<file path="src/rtl/dot_accumulator.sv">
// Sums Len aligned multiply-add results into one dot product behind a valid/ready port.
// Define ACC_SAT_EN to saturate the accumulator and expose a sticky overflow flag.
module dot_accumulator #(
    parameter int unsigned Lat  = 3,
    parameter int unsigned Dw   = 32,
    parameter int unsigned Aw   = 40,
    parameter int unsigned CntW = 8
) (
    input  logic            clk_i,
    input  logic            rst_ni,
    input  logic            start_i,
    input  logic [CntW-1:0] len_i,
    input  logic            in_valid_i,
    input  logic [Dw-1:0]   c_in_i,
    output logic [Aw-1:0]   sum_o,
    output logic            sum_valid_o,
    input  logic            sum_ready_i,
    output logic            busy_o,
    output logic            ovf_o
);

    typedef enum logic [1:0] {
        StIdle,
        StAcc,
        StDone
    } state_e;

    state_e          state_q, state_d;
    logic [Lat-1:0]  v_dly_q;
    logic            v_al;
    logic [Aw-1:0]   acc_q, acc_d;
    logic [CntW-1:0] cnt_q, cnt_d;
    logic            start_ok;

`ifdef ACC_SAT_EN
    logic            ovf_q, ovf_d;
    logic [Aw:0]     add_full;

    assign add_full = {1'b0, acc_q} + (Aw + 1)'(c_in_i);
`endif

    // The upstream pipeline carries no valid, so its latency is mirrored here.
    always_ff @(posedge clk_i or negedge rst_ni) begin
        if (!rst_ni) begin
            v_dly_q <= '0;
        end else begin
            v_dly_q[0] <= in_valid_i;
            for (int i = 1; i < Lat; i++) begin
                v_dly_q[i] <= v_dly_q[i-1];
            end
        end
    end

    assign v_al = v_dly_q[Lat-1];

    always_comb begin
        state_d  = state_q;
        acc_d    = acc_q;
        cnt_d    = cnt_q;
        start_ok = 1'b0;
`ifdef ACC_SAT_EN
        ovf_d    = ovf_q;
`endif
        unique case (state_q)
            StIdle: begin
                start_ok = start_i;
            end
            StAcc: begin
                if (v_al) begin
`ifdef ACC_SAT_EN
                    if (add_full[Aw]) begin
                        acc_d = '1;
                        ovf_d = 1'b1;
                    end else begin
                        acc_d = add_full[Aw-1:0];
                    end
`else
                    acc_d = acc_q + Aw'(c_in_i);
`endif
                    cnt_d = cnt_q - 1'b1;
                    if (cnt_q == CntW'(1)) begin
                        state_d = StDone;
                    end
                end
            end
            StDone: begin
                // A Start on the handshake cycle launches the next op with no idle bubble.
                if (sum_ready_i) begin
                    state_d  = StIdle;
                    start_ok = start_i;
                end
            end
            default: begin
                state_d = StIdle;
            end
        endcase

        if (start_ok) begin
            acc_d   = '0;
            cnt_d   = len_i;
            state_d = (len_i == '0) ? StDone : StAcc;
`ifdef ACC_SAT_EN
            ovf_d   = 1'b0;
`endif
        end
    end

    always_ff @(posedge clk_i or negedge rst_ni) begin
        if (!rst_ni) begin
            state_q <= StIdle;
            acc_q   <= '0;
            cnt_q   <= '0;
        end else begin
            state_q <= state_d;
            acc_q   <= acc_d;
            cnt_q   <= cnt_d;
        end
    end

`ifdef ACC_SAT_EN
    always_ff @(posedge clk_i or negedge rst_ni) begin
        if (!rst_ni) begin
            ovf_q <= 1'b0;
        end else begin
            ovf_q <= ovf_d;
        end
    end

    assign ovf_o = ovf_q;
`else
    assign ovf_o = 1'b0;
`endif

    assign sum_o       = acc_q;
    assign sum_valid_o = (state_q == StDone);
    assign busy_o      = (state_q != StIdle);

endmodule

</file>
<file path="config.mk">
export PLATFORM = sky130hd
export DESIGN_NAME = dot_accumulator
export DESIGN_NICKNAME = d
export VERILOG_FILES = /design/src/rtl/dot_accumulator.sv
export SDC_FILE = /design/constraint.sdc
export NUM_CORES = 1
export LEC_CHECK = 0
export CORE_AREA = 5 5 75 112
export DETAILED_ROUTE_END_ITERATION = 6
export DIE_AREA = 0 0 80 117
export DONT_BUFFER_PORTS = 1
export GPL_ROUTABILITY_DRIVEN = 0
export PLACE_DENSITY_LB_ADDON = 0.25
export SYNTH_ARGS = -nofsm -noshare
export SYNTH_HDL_FRONTEND = slang
export SYNTH_SLANG_ARGS = --single-unit
</file>
<file path="constraint.sdc">
create_clock -name clk_i -period 3.5 [get_ports clk_i]
set_input_delay 0.35 -clock clk_i [delete_from_list [all_inputs] [get_ports clk_i]]
set_output_delay 0.35 -clock clk_i [all_outputs]
set_load 0.05 [all_outputs]
</file>
==> reports/metrics.csv <==
stage;metric;value;unit
status;status;complete, no violations;
finish;regArea;0.00133;mm2
pwr;p_per_area;1090;mW/mm2
clocking;clock-sinks;53;
setup_path;ff2ff_path_depth;9;
hold_path;hp-start;in_valid_i;
pwr;power_switching_share;53.3;%
clocking;clkTransAtPathRegs;0.08;ns
setup_path;reg2reg_to;sum_o[32];
yosys;synth_area_leaders;dfrtp_1 34%, ha_1 11%, o21ai_0 5.9%, nand2_1 5.6%, a21oi_1 3.3%;
clocking;cts_tree;done;
yosys;seq_area_frac_synth;33.9;%
detailed_routing;wire_per_inst;17.2;um
yosys;yosysTopAreaCell;dfrtp_1;
floorplanning;dieArea;0.00936;mm2
setup_path;path_class;flip-flop to flip-flop;
run;max_cap_violations;0;
floorplanning;start_util;52.7;%
timing;period_share;93.6;%
yosys;syn_nets;541;
yosys;ys_types;54;
timing;hold_viol;0;
timing;clock_skew;0.0111;ns
hold_path;hp-class;primary input to flip-flop;
timing;worst_pin_slew;0.878;ns
yosys;synth_cells;461;
detailed_routing;drc_errors;0;
detailed_routing;avgViaCountPerCell;6.04;
pwr;peakVddDrop;0.552;mV
pwr;clock_power_share;10.5;%
yosys;synth_top_cell_area_share;33.9;%
setup_path;cp.required;3.70;ns
pwr;leakage;2.01;nW
setup_path;rr_startpoint;sum_o[8];
setup_path;crit_fanout;6;
timing;rsz0062_at_grt;no;
timing;setup_viol;0;
setup_path;cp.arrival;3.48;ns
yosys;synth_common_cells;58 x nand2_1, 53 x dfrtp_1, 46 x o21ai_0;
detailed_routing;drtIter0Drc;139;
floorplanning;die_width;80;um
placement;dpl.hpwl;7730;um
timing;slew_headroom;41.3;%
hold_path;hold_depth;0;
finish;final_core_util;59.1;%
pwr;p_comb_share;61.5;%
placement;io_buffers;0;
clocking;cts_buffers;5;
detailed_routing;wl;10100;um
detailed_routing;antenna_left;0;
clocking;post_cts_buffers;0;
finish;drive_gt1_share;10.3;%
floorplanning;ios;88;
floorplanning;core;0.00742;mm2
clocking;cts_root_buffer;clkbuf_16;
yosys;ys_ff_latch;53;
global_route;grt_max_degree;54;
finish;area_growth_syn_to_layout;12.1;%
hold_path;min_to;v_dly_q[0];
yosys;synth_most_common_cell;nand2_1;
timing;min_period;3.27;ns
timing;tns;0;ns
clocking;htreeDepth;2;
finish;num_antenna_cells;0;
detailed_routing;route.vias.total;3552;
yosys;synthFlopType;dfrtp_1;
floorplanning;num_rows;39;
timing;final_max_slew_viol_count;0;
clocking;cts_buffer_depth;2;
finish;fin_nets;565;
yosys;synth-edff-count;0;
setup_path;regToRegSetupSlack;0.23;ns
pwr;p_int;2.23;mW
global_route;overflow;0;
setup_path;start_kind;flip-flop;
pwr;seq_power_share;28.0;%
global_route;grt_use_total;22.4;%
timing;max_clock_freq;305;MHz
finish;nFillCells;698;
yosys;yosysWarnings;0;
pwr;power.switching;2.54;mW
global_route;grt_pass1_wl;16500;um
floorplanning;die_y;117;um
global_route;first_global_vias;3546;
detailed_routing;first_pass_iters;4;
clocking;clk_latency;0.30;ns
yosys;syn_avg_cell_area;8.49;um2
setup_path;crit_path_end_kind;flip-flop;
finish;multiInputGateArea;0.00247;mm2
yosys;ys_async_sr_fraction;100;%
yosys;netlist_area;0.00391;mm2
global_route;grt_antenna_before_repair;0;
[worst max-delay path by stage]
stage          startpoint        end  slack [ns]  cells past startpoint
3_5_place_dp     sum_o[8]  sum_o[32]        0.24                      9
5_1_grt          sum_o[8]  sum_o[32]        0.06                      9
6_report         sum_o[8]  sum_o[32]        0.23                      9
3_3_place_gp     sum_o[8]  sum_o[30]        0.37                      9
4_1_cts          sum_o[8]  sum_o[32]        0.21                      9
2_1_floorplan   sum_o[17]  sum_o[30]        0.26                      9
[final cells by class]
class                   instances  share of cell area (%)
clock buffers                   5                    2.85
clock inverters                 3                   0.514
inverters                      18                    1.54
multi-input cells             377                    56.3
flip-flops and latches         53                    30.3
well taps                     102                    2.91
repair buffers                 30                    5.65
[state kept, by name (all words and copies together), names as in the netlist]
signal	count
sum_o	40
cnt_q	8
v_dly_q	3
state_q	2
[cells in the final DEF, fill, tap and decap left out, types with 10 or more instances in the layout]
cell and count:
nor2_1 33, nand2_1 58, a211oi_1 10, nand3_1 14, buf_4 28, inv_1 18, o21ai_0 46, xnor2_1 13
a21o_1 12, dfrtp_1 53, xor2_1 11, nor3_1 11, a21oi_1 26, ha_1 34
[cell families after synthesis]
kind of cell / Yosys count / synth area share [%]
simple gates: 159 / 18.9
compound gates: 154 / 26.2
flops: 53 / 33.9
fa+ha+maj: 35 / 11.4
buf+inv: 31 / 3.10
xor+xnor: 24 / 5.37
mux: 4 / 1.02
other cells: 1 / 0.0958
[timing repair]
action / CTS / global route
hold buffers: 2 / 0
setup endpoints to repair: 0 / 0
endpoints found under the hold margin: 53 / 0
resized for setup: 0 / 0
[metrics by stage]
| step | hold slack (ns) | setup WS [ns] | cell area [um2] | instances | total power [mW] |
|---|---|---|---|---|---|
| after global routing | 0.0703 | 0.0562 | 4380 | 588 | 5.16 |
| after CTS | 0.0800 | 0.208 | 4380 | 588 | 4.79 |
| after detailed placement | 0.0567 | 0.237 | 4200 | 578 | 4.25 |
| final | 0.0864 | 0.225 | 4380 | 588 | 4.77 |
| after global placement | 0.0563 | 0.369 | 4200 | 578 | 4.18 |
| after floorplan | 0.0544 | 0.256 | 3910 | 461 | 3.54 |
[power groups by stage]
stage | Combinational [mW] | Sequential (mW) | Clock [mW]
after floorplan | 1.82 | 1.72 | 0
after global placement | 2.85 | 1.33 | 0
after detailed placement | 2.90 | 1.34 | 0
after CTS | 2.94 | 1.33 | 0.515
after global routing | 3.25 | 1.37 | 0.536
final | 2.94 | 1.33 | 0.501
[per-layer routing]
metal | global-route usage, % | vias to the layer above | wire length [um]
met5 | 0 | - | 0
met4 | 8.34 | 0 | 273
met3 | 5.97 | 20 | 675
met2 | 41.8 | 105 | 5350
met1 | 23.8 | 1684 | 3810
li1 | - | 1743 | -
[worst max-delay path, stage by stage (launching register included)]
cell and delay (ns):
dfrtp_1 0.38, ha_1 0.35, a211oi_1 0.31, a211oi_1 0.18
or4b_1 0.47, or3_1 0.36, a221oi_2 0.41, o21ai_0 0.30
nand3_1 0.19, mux2i_1 0.21
Power figures use the tool's default switching activity.
